$ cat src/rtl/trace_replay_pkg.sv
// Shared types for the trace replay engine: opcode and FSM state encodings.
package trace_replay_pkg;

  localparam int unsigned OP_W = 4;

  typedef enum logic [OP_W-1:0] {
    OP_NOP    = 4'd0,
    OP_SEND   = 4'd1,
    OP_RECV   = 4'd2,
    OP_DONE   = 4'd3,
    OP_FINISH = 4'd4,
    OP_WAIT   = 4'd5,
    OP_SETCTR = 4'd6,
    OP_CHKCTR = 4'd7
  } op_e;

  typedef enum logic {
    ST_RUN  = 1'b0,
    ST_DONE = 1'b1
  } state_e;

endpackage

$ cat src/rtl/trace_replay_ctr.sv
// Cycle counter for the replay engine: load overrides a saturating decrement.
module trace_replay_ctr #(
  parameter int unsigned ctr_width_p = 32
) (
  input  logic                   i_clk,
  input  logic                   i_reset,
  input  logic                   i_dec,
  input  logic                   i_load,
  input  logic [ctr_width_p-1:0] i_load_val,
  output logic                   o_zero
);

  logic [ctr_width_p-1:0] r_cnt;

  // Load wins over decrement; decrement stops at zero.
  always_ff @(posedge i_clk) begin
    if (i_reset) begin
      r_cnt <= '0;
    end else if (i_load) begin
      r_cnt <= i_load_val;
    end else if (i_dec && (r_cnt != '0)) begin
      r_cnt <= r_cnt - ctr_width_p'(1);
    end
  end

  assign o_zero = (r_cnt == '0);

endmodule

$ cat src/rtl/trace_replay_node.sv
// Trace replay engine: walks a combinational trace ROM, drives payloads to the
// block under test, checks its responses, and flags done/error.
// Optional build macro TRACE_REPLAY_HALT_ON_ERROR_EN: any error event also
// stops replay (enters DONE) so no further ROM words are fetched.
// FINISH behaves exactly like DONE here; ending the simulation is left to the
// surrounding bench.
module trace_replay_node
  import trace_replay_pkg::*;
#(
  parameter int unsigned ring_width_p     = 98,
  parameter int unsigned rom_addr_width_p = 15,
  parameter int unsigned ctr_width_p      = 32
) (
  input  logic                          clk_i,
  input  logic                          reset_i,
  input  logic                          en_i,
  input  logic                          v_i,
  input  logic [ring_width_p-1:0]       data_i,
  output logic                          ready_o,
  output logic                          v_o,
  output logic [ring_width_p-1:0]       data_o,
  input  logic                          yumi_i,
  output logic [rom_addr_width_p-1:0]   rom_addr_o,
  input  logic [ring_width_p+OP_W-1:0]  rom_data_i,
  output logic                          done_o,
  output logic                          error_o
);

  state_e                      r_state;
  state_e                      w_next_state;
  logic [rom_addr_width_p-1:0] r_addr;
  logic                        r_error;

  op_e                         w_op;
  logic [ring_width_p-1:0]     w_payload;
  logic                        w_active;
  logic                        w_advance;
  logic                        w_err_set;
  logic                        w_load;
  logic                        w_ctr_zero;
  logic                        w_v;
  logic                        w_ready;

  assign w_op      = op_e'(rom_data_i[ring_width_p +: OP_W]);
  assign w_payload = rom_data_i[ring_width_p-1:0];
  assign w_active  = (r_state == ST_RUN) && en_i;

  trace_replay_ctr #(
    .ctr_width_p(ctr_width_p)
  ) u_ctr (
    .i_clk      (clk_i),
    .i_reset    (reset_i),
    .i_dec      (w_active),
    .i_load     (w_load),
    .i_load_val (w_payload[ctr_width_p-1:0]),
    .o_zero     (w_ctr_zero)
  );

  // State, trace address and sticky error register.
  always_ff @(posedge clk_i) begin
    if (reset_i) begin
      r_state <= ST_RUN;
      r_addr  <= '0;
      r_error <= 1'b0;
    end else begin
      r_state <= w_next_state;
      if (w_advance) begin
        r_addr <= r_addr + rom_addr_width_p'(1);
      end
      if (w_err_set) begin
        r_error <= 1'b1;
      end
    end
  end

  // Opcode decode: handshakes, advance, error events and next state.
  always_comb begin
    w_next_state = r_state;
    w_advance    = 1'b0;
    w_err_set    = 1'b0;
    w_load       = 1'b0;
    w_v          = 1'b0;
    w_ready      = 1'b0;
    if (w_active) begin
      case (w_op)
        OP_NOP: w_advance = 1'b1;
        OP_SEND: begin
          w_v       = 1'b1;
          w_advance = yumi_i;
        end
        OP_RECV: begin
          w_ready = 1'b1;
          if (v_i) begin
            w_advance = 1'b1;
            w_err_set = (data_i != w_payload);
          end
        end
        OP_DONE, OP_FINISH: w_next_state = ST_DONE;
        OP_WAIT: w_advance = w_ctr_zero;
        OP_SETCTR: begin
          w_load    = 1'b1;
          w_advance = 1'b1;
        end
        OP_CHKCTR: begin
          w_advance = 1'b1;
          w_err_set = !w_ctr_zero;
        end
        default: begin
          w_advance = 1'b1;
          w_err_set = 1'b1;
        end
      endcase
`ifdef TRACE_REPLAY_HALT_ON_ERROR_EN
      if (w_err_set) begin
        w_next_state = ST_DONE;
      end
`endif
    end
  end

  assign v_o        = w_v;
  assign ready_o    = w_ready;
  assign data_o     = w_payload;
  assign rom_addr_o = r_addr;
  assign done_o     = (r_state == ST_DONE);
  assign error_o    = r_error;

endmodule

$ cat config.mk
export PLATFORM = sky130hd
export DESIGN_NAME = trace_replay_node
export DESIGN_NICKNAME = d
export VERILOG_FILES = /design/src/rtl/trace_replay_pkg.sv /design/src/rtl/trace_replay_ctr.sv /design/src/rtl/trace_replay_node.sv
export SDC_FILE = /design/constraint.sdc
export NUM_CORES = 1
export LEC_CHECK = 0
export ABC_AREA = 1
export BUFFER_PORTS_ARGS = -buffer_cell sky130_fd_sc_hd__buf_2
export CAP_MARGIN = 20
export CORE_AREA = 3 3 124 126
export DETAILED_ROUTE_END_ITERATION = 8
export DIE_AREA = 0 0 127 129
export GPL_TIMING_DRIVEN = 0
export PLACE_DENSITY = 0.74
export SYNTH_ARGS = -nofsm -noshare
export SYNTH_HDL_FRONTEND = slang
export SYNTH_SLANG_ARGS = --single-unit
$ cat constraint.sdc
create_clock -name clk_i -period 2.4 [get_ports clk_i]
set_clock_uncertainty 0.2 [all_clocks]
set_input_delay 0.12 -clock clk_i [delete_from_list [all_inputs] [get_ports clk_i]]
set_output_delay 0.12 -clock clk_i [all_outputs]
set_load 0.02 [all_outputs]
==> impl.org <==
** Layout
- At the end of the flow the core is filled with cells to 0.528.
- Compared with the post-synthesis result, the final layout area differs by 41.1%.
- Of the cells placed in the final design, the portion with a size suffix greater than 1 is 0.377.
- Post-route design area :: 7610 sq um
- For this run, the post-layout net count is 1433.
- The number of antenna diodes in the final layout is 0.

** Placement
- Detail Placement HPWL :: 15.0 mm
- Gpl congestion :: 0.914
- Summing all placed instances gives a cell area of 7230 sq um.
- Count of port buffers added during placement :: 320
- Worst setup slack before clock tree synthesis :: 0.207 ns

** Setup path
- Along the worst path, the maximum fanout reaches 4.
- Setup crit end kind :: register
- At the worst endpoint, the required time is 2.36 ns.
- The largest single stage delay on the critical path is 0.33 ns.
- CP startpoint kind :: register
- Cells along the critical path :: inv_1 -> ha_1 -> nand2_1 -> nor2_1 -> nand2_2 -> nor2_4 -> inv_2 -> nor2_2 -> nand3_1 -> xor2_1 -> a21oi_1 -> nor2_1
- Critical Path Most Common Cell :: sky130_fd_sc_hd__nor2_1
- Crit Path Class :: reg2reg
- On the critical path, the stage with the largest delay is an instance of sky130_fd_sc_hd__dfxtp_1.
- Worst path arrival time :: 2.17 ns

** Route
- Vias/cell :: 4.44
- DR WL/cell :: 12.5 um
- Met3 routed wirelength :: 1.27 mm
- The routed layout has 6261 vias.
- After detailed routing, the number of remaining DRC violations is 0.
- First-pass iteration count of the detailed router :: 5
- The detailed router finished its first iteration with 263 violations.
- Highest layer used for signal routing :: met4
- Final antenna-violating net count :: 0
- Routed wire length :: 17.6 mm
- Met2 wire length :: 9.14 mm
- After detailed routing, the wire length on met1 is 6.93 mm.

** Pwr
- Reported net switching power :: 2.54 mW
- Lkg Pwr :: 4.21 nW
- Net Sw Frac :: 0.468
- Across the VDD grid, the largest voltage drop is 415 uV.
- The share of total power dissipated in the clock network is 0.154.
- Power density over the cells :: 711 nW/um^2
- Cell-internal power :: 2.88 mW
- Gate power share :: 0.610
- Of the total power, registers draw 0.236.

** Logic synthesis
- Net Count, Synth :: 1085
- Combined area of all synthesized cells :: 5400 sq um
- Part of the Yosys area used for sequential elements :: 0.182
- Share of flip-flops with an asynchronous set or reset after synthesis :: 0
- Of the total synthesized cell area, the portion taken by full adders, half adders and majority gates is 0.00696.
- After technology mapping, the gate count stands at 877.
- Synthesis inferred 49 register bits.
- Area fraction in and, or, nand and nor cells after synthesis :: 0.338
- Of the total synthesized cell area, the portion taken by XOR and XNOR cells is 0.159.
- After synthesis, the largest family of logic cells by area is simple AND/OR/NAND/NOR gates.
- Most common flop cell mapped by yosys :: sky130_fd_sc_hd__dfxtp_1
- Yosys mapped the design onto 42 distinct sky130hd cell types.
- During synthesis, Yosys emitted a total of 0 warnings.
- Mean instance size in the synthesized netlist :: 6.15 sq um
- Measured against the total synthesized area, the mux share comes to 0.
- In this run, synthesis inferred 0 flip-flops with an integrated enable.
- Synth Area in Compound Gates :: 0.0786

** Floorplan
- The floorplan step set the die width to 127 um.
- Pin placement for this block handled 322 I/O pins.
- Row generation in the floorplan step produced 44 rows.
- The floorplan step defined a core boundary enclosing 14400 sq um.
- The die covers 16400 sq um.
- The initial utilization of the core area, before any placement, comes to 0.374.
- The die is 129 um tall.

** Timing
- Slew at the pin closest to its max-slew limit :: 0.586 ns
- Once routing completed, OpenROAD measured the worst setup slack at 0.184 ns.
- Setup repair after global routing left no endpoint under its margin.
- The final max-slew violation count is 0.
- Final period demand of the worst path :: 2.22 ns
- Setup violations remaining at the end of the flow were counted as 0.
- Setup TNS Final :: 0 ns
- FMAX :: 0.451 GHz
- The number of hold-slack violations in the final timing report came to 0.
- Measured against its own limit, the worst slew margin works out to 0.609.
- Final worst path period share :: 0.923

** GRT
- The number of global-route vias before repair is 5768.
- Global routing usage summed across all routing layers :: 0.205
- Number of antenna violations at the first check in global routing :: 0
- The first global-routing pass estimated 27.4 mm of wire.
- Largest net degree at the start of global routing :: 16
- After global routing the overflow that remains totals 0.

** Clock tree
- For the worst-skew pair, the clock arrives at the later sink with an insertion delay of 0.29 ns.
- TritonCTS built the clock tree.
- No sink is reached through more buffers than the 2 on the longest clock path.
- Post-CTS clock slew at the launch and capture registers of the worst setup and hold paths :: 0.07 ns
- H-tree levels :: 2
- Num CTS Buffers :: 5
- In this run, post-CTS repair resized a total of 0 instances.
- Number of clock sinks :: 49
- The root buffer cell chosen for the clock tree is sky130_fd_sc_hd__clkbuf_16.

** Min path
- In this run the worst hold path is classified as in2reg.

** Run
- Number of max-cap violations :: 0

** Status
- The flow ran to the end, and the final reports show no timing, DRC or antenna violations.
==> sequential cells by signal (all words and copies together) (netlist names) <==
name and cells:
u_ctr.r_cnt 32, rom_addr_o 15, done_o 1, error_o 1
==> power by group through the flow <==
stage	combinational, mW	sequential (mW)	clock [mW]
2_1_floorplan	2.47	1.24	0
3_3_place_gp	3.21	1.29	0
3_5_place_dp	3.25	1.29	0
5_1_grt	3.71	1.31	0.886
4_1_cts	3.30	1.27	0.852
6_report	3.30	1.28	0.837
==> critical path, delay by kind of cell (launching register included) <==
kind	cells	cell delay [ns]
flops	1	0.33
xor+xnor	1	0.15
compound gates	1	0.13
simple gates	7	0.93
buf+inv	2	0.16
fa+ha+maj	1	0.19
==> cell type report <==
type	count	area, sq um
plain buffers	113	831
repair buffers	341	1810
fillers	1448	6810
multi-input cells	599	3140
clock inverters	2	37.5
inverters	116	442
well taps	184	230
clock buffers	6	139
flip-flops and latches	49	981
==> metal layers <==
layer | vias up | track usage
met3 | 16 | 0.0278
met1 | 2695 | 0.235
met4 | 0 | 0.0473
li1 | 3300 | -
met5 | - | 0
met2 | 250 | 0.402
==> worst paths after layout <==
check | startpoint | to | slack [ns] | cells past startpoint
setup reg to reg | u_ctr.r_cnt[0] | u_ctr.r_cnt[30] | 0.18 | 12
hold reg to reg | error_o | error_o | 0.25 | 2
hold / removal | rom_data_i[7] | u_ctr.r_cnt[7] | 0.006 | 3
setup / recovery | u_ctr.r_cnt[0] | u_ctr.r_cnt[30] | 0.18 | 12
==> placed cells by master (no fill, tap or decap), drive strengths merged, types with 17 or more instances in the layout <==
master       synthesis  final
buf                105    425
nand2              213    213
nor2               144    144
inv                114    114
xor2                80     80
dfxtp               49     49
nand3               33     33
a21oi               25     25
o21ai               22     22
dlygate4sd3          0     21
xnor2               18     18
nor3                18     18
a31oi               17     17
==> cell usage after synthesis, types with 4 or more instances <==
cell	instances	area, sq um
sky130_fd_sc_hd__nand2_1	208	781
sky130_fd_sc_hd__nor2_1	134	503
sky130_fd_sc_hd__inv_1	110	413
sky130_fd_sc_hd__buf_4	101	758
sky130_fd_sc_hd__xor2_1	80	701
sky130_fd_sc_hd__dfxtp_1	49	981
sky130_fd_sc_hd__nand3_1	31	155
sky130_fd_sc_hd__a21oi_1	25	125
sky130_fd_sc_hd__o21ai_0	18	90.1
sky130_fd_sc_hd__xnor2_1	18	158
sky130_fd_sc_hd__a31oi_1	17	106
sky130_fd_sc_hd__nor3_1	16	80.1
sky130_fd_sc_hd__clkbuf_1	8	30.0
sky130_fd_sc_hd__nand4_1	6	37.5
sky130_fd_sc_hd__nor2_2	5	31.3
sky130_fd_sc_hd__nor2_4	5	56.3
sky130_fd_sc_hd__inv_2	4	15.0
sky130_fd_sc_hd__nand2_4	4	45.0
sky130_fd_sc_hd__o22ai_1	4	25.0
==> per-stage QoR <==
step	instances	power [mW]	hold WS [ns]
6_report	1410	5.41	0.00631
5_1_grt	1410	5.91	0.0224
4_1_cts	1410	5.43	0.00670
3_5_place_dp	1381	4.54	0.199
3_3_place_gp	1381	4.50	0.200
2_1_floorplan	877	3.72	0.0774
==> cells by family (layout without fill, tap and decap cells) <==
kind of cell,Yosys count,in the layout
adders and majority gates,3,3
buffers and inverters,229,578
xor gates and xnor gates,98,98
and+or+nand+nor,423,423
AOI/OAI and AO/OA,75,75
DFF,49,49
==> what timing repair did <==
item                      in CTS  in global routing
setup buffers                  0                  0
hold buffers                  21                  0
hold endpoints to repair      20                  0
Note: power is estimated with default switching activity, not from simulation.
